## src/rtl/idelay_pkg.sv

```systemverilog
// Shared constants and FSM encoding for the delay-tap scan controller.
package idelay_pkg;

    localparam int TAP_W       = 5;
    localparam int NTAPS       = 32;
    localparam int LOAD_CYCLES = 2;
    localparam int GAP_CYCLES  = 2;

    typedef enum logic [3:0] {
        IDLE,
        LOAD,
        GAP,
        SETTLE,
        SAMPLE,
        NEXT,
        EVAL,
        APPLY_LOAD,
        APPLY_GAP,
        FIN
    } state_t;

endpackage

```

## src/rtl/pass_run_finder.sv

```systemverilog
// Serial longest-run-of-ones search over the tap pass map, one bit per cycle.
module pass_run_finder
    import idelay_pkg::*;
(
    input  logic             CLK,
    input  logic             RESETN,
    input  logic             start,
    input  logic [NTAPS-1:0] pass_map,
    output logic             done,
    output logic [TAP_W-1:0] run_start,
    output logic [TAP_W:0]   run_len,
    output logic [TAP_W-1:0] centre
);

    logic             busy;
    logic [TAP_W-1:0] idx;
    logic [TAP_W-1:0] cur_start, cur_start_nxt, best_start, best_start_nxt;
    logic [TAP_W:0]   cur_len, cur_len_nxt, best_len, best_len_nxt;

    // NOTE: every variable written here gets a default first, so no path can infer a latch.
    always_comb begin
        cur_start_nxt  = cur_start;
        cur_len_nxt    = cur_len;
        best_start_nxt = best_start;
        best_len_nxt   = best_len;
        if (busy) begin
            if (pass_map[idx]) begin
                if (cur_len == '0) cur_start_nxt = idx;
                cur_len_nxt = cur_len + 1'b1;
                // Strictly longer only, so the lowest-starting run keeps a tie.
                if (cur_len_nxt > best_len) begin
                    best_len_nxt   = cur_len_nxt;
                    best_start_nxt = cur_start_nxt;
                end
            end else begin
                cur_len_nxt = '0;
            end
        end
    end

    // Results come from the next-state values so they are final in the done cycle.
    assign done      = busy && (idx == TAP_W'(NTAPS - 1));
    assign run_start = best_start_nxt;
    assign run_len   = best_len_nxt;
    assign centre    = (best_len_nxt == '0) ? '0
                     : best_start_nxt + TAP_W'((best_len_nxt - 1'b1) >> 1);

    // NOTE: sequential state uses non-blocking assignments so all registers update together.
    always_ff @(posedge CLK or negedge RESETN) begin
        if (!RESETN) begin
            busy       <= 1'b0;
            idx        <= '0;
            cur_start  <= '0;
            cur_len    <= '0;
            best_start <= '0;
            best_len   <= '0;
        end else if (start) begin
            busy       <= 1'b1;
            idx        <= '0;
            cur_start  <= '0;
            cur_len    <= '0;
            best_start <= '0;
            best_len   <= '0;
        end else if (busy) begin
            cur_start  <= cur_start_nxt;
            cur_len    <= cur_len_nxt;
            best_start <= best_start_nxt;
            best_len   <= best_len_nxt;
            idx        <= idx + 1'b1;
            if (done) busy <= 1'b0;
        end
    end

endmodule

```

## src/rtl/idelay_scan.sv

```systemverilog
// Delay-tap programming front end: manual tap writes and per-channel eye scan
// that loads the centre of the widest passing tap window.
module idelay_scan
    import idelay_pkg::*;
#(
    parameter int NINPUT        = 20,
    parameter int NOUTPUT       = 1,
    parameter int SETTLE_CYCLES = 16,
    parameter int SAMPLE_CYCLES = 256,
    parameter int ERR_THRESHOLD = 0
) (
    input  logic              CLK,
    input  logic              RESETN,
    input  logic              START,
    input  logic [7:0]        SCAN_CHANNEL,
    input  logic              WR_EN,
    input  logic [7:0]        WR_CHANNEL,
    input  logic [4:0]        WR_VALUE,
    input  logic [NINPUT-1:0] DATA_IN,
    input  logic              EXP_IN,
    output logic [7:0]        DELAY_CHANNEL,
    output logic [4:0]        DELAY_VALUE,
    output logic              DELAY_UPDATE,
    output logic              BUSY,
    output logic              DONE,
    output logic              FAIL,
    output logic [4:0]        RESULT_TAP,
    output logic [5:0]        RESULT_WIDTH,
    output logic [31:0]       PASS_MAP
);

    localparam int          CH_W        = (NINPUT > 1) ? $clog2(NINPUT) : 1;
    localparam logic [8:0]  N_SCAN      = 9'(NINPUT);
    localparam logic [8:0]  N_WRITE     = 9'(NINPUT + NOUTPUT);
    localparam logic [15:0] LOAD_LAST   = 16'(LOAD_CYCLES - 1);
    localparam logic [15:0] GAP_LAST    = 16'(GAP_CYCLES - 1);
    localparam logic [15:0] SETTLE_LAST = 16'(SETTLE_CYCLES - 1);
    localparam logic [15:0] SAMPLE_LAST = 16'(SAMPLE_CYCLES - 1);
    localparam logic [15:0] ERR_LIMIT   = 16'(ERR_THRESHOLD);
    localparam logic [4:0]  LAST_TAP    = 5'(NTAPS - 1);

    state_t      state, state_next;
    logic [15:0] cnt;
    logic [15:0] err_cnt;
    logic [4:0]  tap;
    logic [7:0]  scan_chan;
    logic        data_q, exp_q;
    logic        scan_ok, wr_ok;
    logic        finder_start, finder_done;
    logic [4:0]  finder_centre;
    logic [5:0]  finder_len;
    logic [4:0]  run_start_unused;

    assign scan_ok      = {1'b0, SCAN_CHANNEL} < N_SCAN;
    assign wr_ok        = {1'b0, WR_CHANNEL} < N_WRITE;
    assign finder_start = (state == NEXT) && (tap == LAST_TAP);

    pass_run_finder u_finder (
        .CLK       (CLK),
        .RESETN    (RESETN),
        .start     (finder_start),
        .pass_map  (PASS_MAP),
        .done      (finder_done),
        .run_start (run_start_unused),
        .run_len   (finder_len),
        .centre    (finder_centre)
    );

    always_comb begin
        state_next = state;
        case (state)
            IDLE: begin
                if (START)      state_next = scan_ok ? LOAD : FIN;
                else if (WR_EN) state_next = wr_ok ? APPLY_LOAD : FIN;
            end
            LOAD:       if (cnt == LOAD_LAST)   state_next = GAP;
            GAP:        if (cnt == GAP_LAST)    state_next = SETTLE;
            SETTLE:     if (cnt == SETTLE_LAST) state_next = SAMPLE;
            SAMPLE:     if (cnt == SAMPLE_LAST) state_next = NEXT;
            NEXT:       state_next = (tap == LAST_TAP) ? EVAL : LOAD;
            EVAL:       if (finder_done)        state_next = APPLY_LOAD;
            APPLY_LOAD: if (cnt == LOAD_LAST)   state_next = APPLY_GAP;
            APPLY_GAP:  if (cnt == GAP_LAST)    state_next = FIN;
            FIN:        state_next = IDLE;
            default:    state_next = IDLE;
        endcase
    end

    always_ff @(posedge CLK or negedge RESETN) begin
        if (!RESETN) begin
            state         <= IDLE;
            cnt           <= '0;
            err_cnt       <= '0;
            tap           <= '0;
            scan_chan     <= '0;
            data_q        <= 1'b0;
            exp_q         <= 1'b0;
            DELAY_CHANNEL <= '0;
            DELAY_VALUE   <= '0;
            DELAY_UPDATE  <= 1'b0;
            BUSY          <= 1'b0;
            DONE          <= 1'b0;
            FAIL          <= 1'b0;
            RESULT_TAP    <= '0;
            RESULT_WIDTH  <= '0;
            PASS_MAP      <= '0;
        end else begin
            state        <= state_next;
            cnt          <= (state_next != state || state == IDLE) ? '0 : cnt + 16'd1;
            data_q       <= DATA_IN[scan_chan[CH_W-1:0]];
            exp_q        <= EXP_IN;
            // Update strobe and busy flag are registered from the next state.
            DELAY_UPDATE <= (state_next == LOAD) || (state_next == APPLY_LOAD);
            BUSY         <= (state_next != IDLE);
            DONE         <= (state == FIN);

            case (state)
                IDLE: begin
                    if (START) begin
                        FAIL <= !scan_ok;
                        if (scan_ok) begin
                            scan_chan     <= SCAN_CHANNEL;
                            tap           <= '0;
                            err_cnt       <= '0;
                            PASS_MAP      <= '0;
                            DELAY_CHANNEL <= SCAN_CHANNEL;
                            DELAY_VALUE   <= '0;
                        end
                    end else if (WR_EN) begin
                        FAIL <= !wr_ok;
                        if (wr_ok) begin
                            DELAY_CHANNEL <= WR_CHANNEL;
                            DELAY_VALUE   <= WR_VALUE;
                            RESULT_TAP    <= WR_VALUE;
                        end
                    end
                end
                SAMPLE: begin
                    if ((data_q ^ exp_q) && err_cnt != 16'hFFFF) err_cnt <= err_cnt + 16'd1;
                end
                NEXT: begin
                    PASS_MAP[tap] <= (err_cnt <= ERR_LIMIT);
                    err_cnt       <= '0;
                    if (tap != LAST_TAP) begin
                        tap         <= tap + 1'b1;
                        DELAY_VALUE <= tap + 1'b1;
                    end
                end
                EVAL: begin
                    if (finder_done) begin
                        DELAY_VALUE  <= finder_centre;
                        RESULT_TAP   <= finder_centre;
                        RESULT_WIDTH <= finder_len;
                        FAIL         <= (finder_len == '0);
                    end
                end
                default: ;
            endcase
        end
    end

endmodule
```

## config.mk

```make
export PLATFORM = sky130hd
export DESIGN_NAME = idelay_scan
export DESIGN_NICKNAME = d
export VERILOG_FILES = /design/src/rtl/idelay_pkg.sv /design/src/rtl/pass_run_finder.sv /design/src/rtl/idelay_scan.sv
export SDC_FILE = /design/constraint.sdc
export NUM_CORES = 1
export LEC_CHECK = 0
export BUFFER_PORTS_ARGS = -buffer_cell sky130_fd_sc_hd__buf_2
export CORE_MARGIN = 2
export CORE_UTILIZATION = 63
export DETAILED_ROUTE_END_ITERATION = 10
export PLACE_DENSITY = 0.83
export SYNTH_ARGS = -nofsm -noshare
export SYNTH_HDL_FRONTEND = slang
export SYNTH_SLANG_ARGS = --single-unit
```

## constraint.sdc

```tcl
create_clock -name CLK -period 9.18 [get_ports CLK]
set_input_delay 0.918 -clock CLK [delete_from_list [all_inputs] [get_ports CLK]]
set_output_delay 0.918 -clock CLK [all_outputs]
set_load 0.1 [all_outputs]
```

==> metrics.txt <==
FF-to-FF End=DELAY_VALUE[4]; crit-path most repeated cell=ha_1; clk sinks=roughly 140; antenna violations before repair=0; number of global-route vias before repair=6550; Post-Syn Nets=904; Netlist cell types=66; reg-to-reg slack, setup=roughly 4.3 ns; initial core utilization=roughly 64%; M1 GR Usage=42.6%; n_diodes=0; Slew @ Worst Pin=around 1.0 ns; Setup WS pre-CTS=around 4.3 ns; unrepaired setup endpoints after global routing=false; worst reg2reg path startpoint=u_finder.cur_len[2]; crit path time final=about 4.9 ns; top_reg_cell synth=dfrtp_1; worst vdd ir=0.258 mV; Port Buffers=~110; DRT Pass-1 Iters=5; non-filler cells in the finished layout=between 1k and 1.5k; CTS tree=built; crit path kind=flip-flop to flip-flop; hold crit path type=flip-flop to flip-flop; # placed instances=~1.0k; DRC=0; routed length per instance=approximately 18 um; asr flop ratio synth=between 90% and 100%; CTS root buf=clkbuf_16; post-route setup slack=roughly 4.3 ns; Clock Latency Late Sink=0.44 ns; Row Count=40; CP required=9.49 ns; largest net degree at the start of global routing=88; area of the mapped netlist=just under 8000 um^2; Die Y-Extent=around 110 um; worst setup path startpoint=u_finder.cur_len[2]; Syn Area/Cell=between 9 and 10 um^2; post-cts hold buffer count=0; GRT Util Overall=between 30% and 40%; Clock transition at path regs=0.06 ns; DR vias/cell=~6.3; pwr dens=344 nW/um^2; Max Freq=0.204 GHz; final setup fails=0; Slew Viols, Final=0; Chip Width=roughly 110 um; number of nets still failing antenna checks after routing=0; CP Launch Type=flip-flop; Final #Nets=between 900 and 1k; sequential fraction of the synthesis area=between 40 and 50%; Post-Route Setup TNS=0 ns; first-pass GRT wire length=between 30000 and 40000 um; Total Wirelength=19900 um; max_cap viols=0; M3 GR Usage=between 8 and 9%; leak pwr=4.11 nW; placer congestion estimate=roughly 0.90; Setup crit end=DELAY_VALUE[4]; endpoint type of the worst setup path=flip-flop; Max FO, Critical Path=25; Worst EP arrival=around 5.2 ns; Top Ports=around 110; worst path cell trace=nand2_1 > nor2_1 > xor2_1 > ha_1 > nand4_1 > o22ai_1 > a21oi_1 > nand3_1 > nor2_4 > mux2i_1 > ha_1 > inv_1 > ha_1 > fa_1 > a21o_1 > a21oi_1 > nand2_1 > a22oi_1 > a211oi_2 > xnor2_1 > o21ai_1; global route overflow=0; Cells after Synth=833; Worst slew margin=between 30% and 40%; Final Skew=between 0.005 and 0.006 ns; Clock Tree Buf Depth=2; run status=finished, final reports clean; cts repair resizes=0; cell count of the worst reg-to-reg path=21; Die ar.=around 13000 um^2; Area Growth Syn to Fin=15.2%; Post-CTS Setup Repair Bufs=0; EDFF count, synth=0; GRT Max-Usage Layer=met2; layout cell share with drive strength beyond 1=between 10% and 20%; total of warnings raised by yosys=0; H-tree depth=4; Hold Fails Final Rpt=0; CTS Buf Count=17; hold_ws=a little under 0.5 ns; max incr delay on CP=between 0.4 and 0.5 ns; Initial DRC Count=around 650; Max stage delay cell, worst path=nor2_4; area of the core=between 10000 and 15000 um^2; Vias=approximately 6.8k; register bit total from synthesis=136; fin crit share=53.5%; Detail Placement HPWL=approximately 14000 um; met2 usage=slightly below 50%
[placed cells by master, fill, tap and decap left out, drive strengths merged, types with 15 or more instances in the layout]
cell	instances
inv	25
and3	15
xnor2	29
nor3	20
ha	24
clkbuf	19
buf	108
nand2	58
a21oi	62
mux2i	37
dfrtp	136
o21ai	86
nor2	104
nand3	33
xor2	20
[layout make-up]
type	count	area, um^2
Tap cell	147	184
Clock inverter	13	170
Sequential cell	136	3400
Timing Repair Buffer	108	554
Inverter	24	90.1
Clock buffer	19	453
Fill cell	877	3120
Multi-Input combinational cell	632	4040
[Yosys cell counts, types with 7 or more instances]
| cell type | n | share of area [%] |
|---|---|---|
| dfrtp_1 | 136 | 44 |
| nor2_1 | 93 | 4.5 |
| o21ai_0 | 69 | 4.5 |
| a21oi_1 | 62 | 4.0 |
| nand2_1 | 58 | 2.8 |
| mux2i_1 | 37 | 4.8 |
| nand3_1 | 33 | 2.1 |
| xnor2_1 | 29 | 3.3 |
| clkbuf_1 | 24 | 1.2 |
| ha_1 | 24 | 3.9 |
| inv_1 | 24 | 1.2 |
| xor2_1 | 20 | 2.3 |
| nor3_1 | 19 | 1.2 |
| o21ai_1 | 16 | 1.0 |
| and3_1 | 15 | 1.2 |
| a22oi_1 | 13 | 1.3 |
| a31oi_1 | 13 | 1.1 |
| and2_1 | 13 | 1.1 |
| nor2_2 | 10 | 0.81 |
| buf_2 | 9 | 0.58 |
| nand4_1 | 9 | 0.73 |
| nand2b_1 | 8 | 0.65 |
| nor2b_1 | 8 | 0.65 |
| nor4_1 | 7 | 0.57 |
[kinds of logic after synthesis]
group	after synthesis	synth area share [%]
AO/OA/AOI/OAI	210	15.9
XOR/XNOR	49	5.56
adder cells (fa/ha/maj)	25	4.15
buffers and inverters	65	3.60
flip-flops	136	44.1
multiplexers	48	7.13
AND/OR/NAND/NOR	300	19.6
[worst min-delay path by stage]
stage / startpoint / to / depth (start not counted)
floorplan: scan_chan[4] / data_q / 1
global placement: RESULT_WIDTH[3] / RESULT_WIDTH[3] / 2
detailed placement: RESULT_WIDTH[4] / RESULT_WIDTH[4] / 2
CTS: RESULT_WIDTH[4] / RESULT_WIDTH[4] / 2
global route: RESULT_WIDTH[3] / RESULT_WIDTH[3] / 2
finish: RESULT_WIDTH[4] / RESULT_WIDTH[4] / 2
[layer usage]
metal  share of wire [%]  up-vias
met4                 3.4        0
met2                  47      340
met5                   0        -
li1                    -     3149
met3                 7.8       58
met1                  42     3294
[worst max-delay path: cells and delay by family, from the launching register on]
| kind | cells | cell delay [ns] |
|---|---|---|
| adders and majority gates | 4 | 1.14 |
| and+or+nand+nor | 6 | 1.05 |
| AOI/OAI and AO/OA | 7 | 0.98 |
| xor gates and xnor gates | 2 | 0.72 |
| DFF | 1 | 0.46 |
| muxes | 1 | 0.37 |
| buffers and inverters | 1 | 0.04 |
[through the flow]
stage	total power, W	util, %	area (um^2)
2_1_floorplan	0.00206	-	7720
3_3_place_gp	0.00231	68.9	8270
3_5_place_dp	0.00234	68.9	8270
4_1_cts	0.00305	74.1	8890
5_1_grt	0.00317	74.1	8890
6_report	0.00306	74.1	8890
[where the power goes]
part | switching, W | leakage, nW | total (W) | internal [W]
Combinational | 0.00114 | 2.07 | 0.00141 | 0.000274
Clock | 0.000268 | 0.284 | 0.000710 | 0.000442
Sequential | 0.000196 | 1.75 | 0.000935 | 0.000740
[flip-flops by register name, indices dropped and copies added (netlist names), 4 cells and up]
register	count
PASS_MAP	32
cnt	16
err_cnt	16
DELAY_CHANNEL	8
RESULT_WIDTH	6
u_finder.best_len	6
u_finder.cur_len	6
DELAY_VALUE	5
RESULT_TAP	5
scan_chan	5
tap	5
u_finder.best_start	5
u_finder.cur_start	5
u_finder.idx	5
state	4
Power figures use the tool's default switching activity.
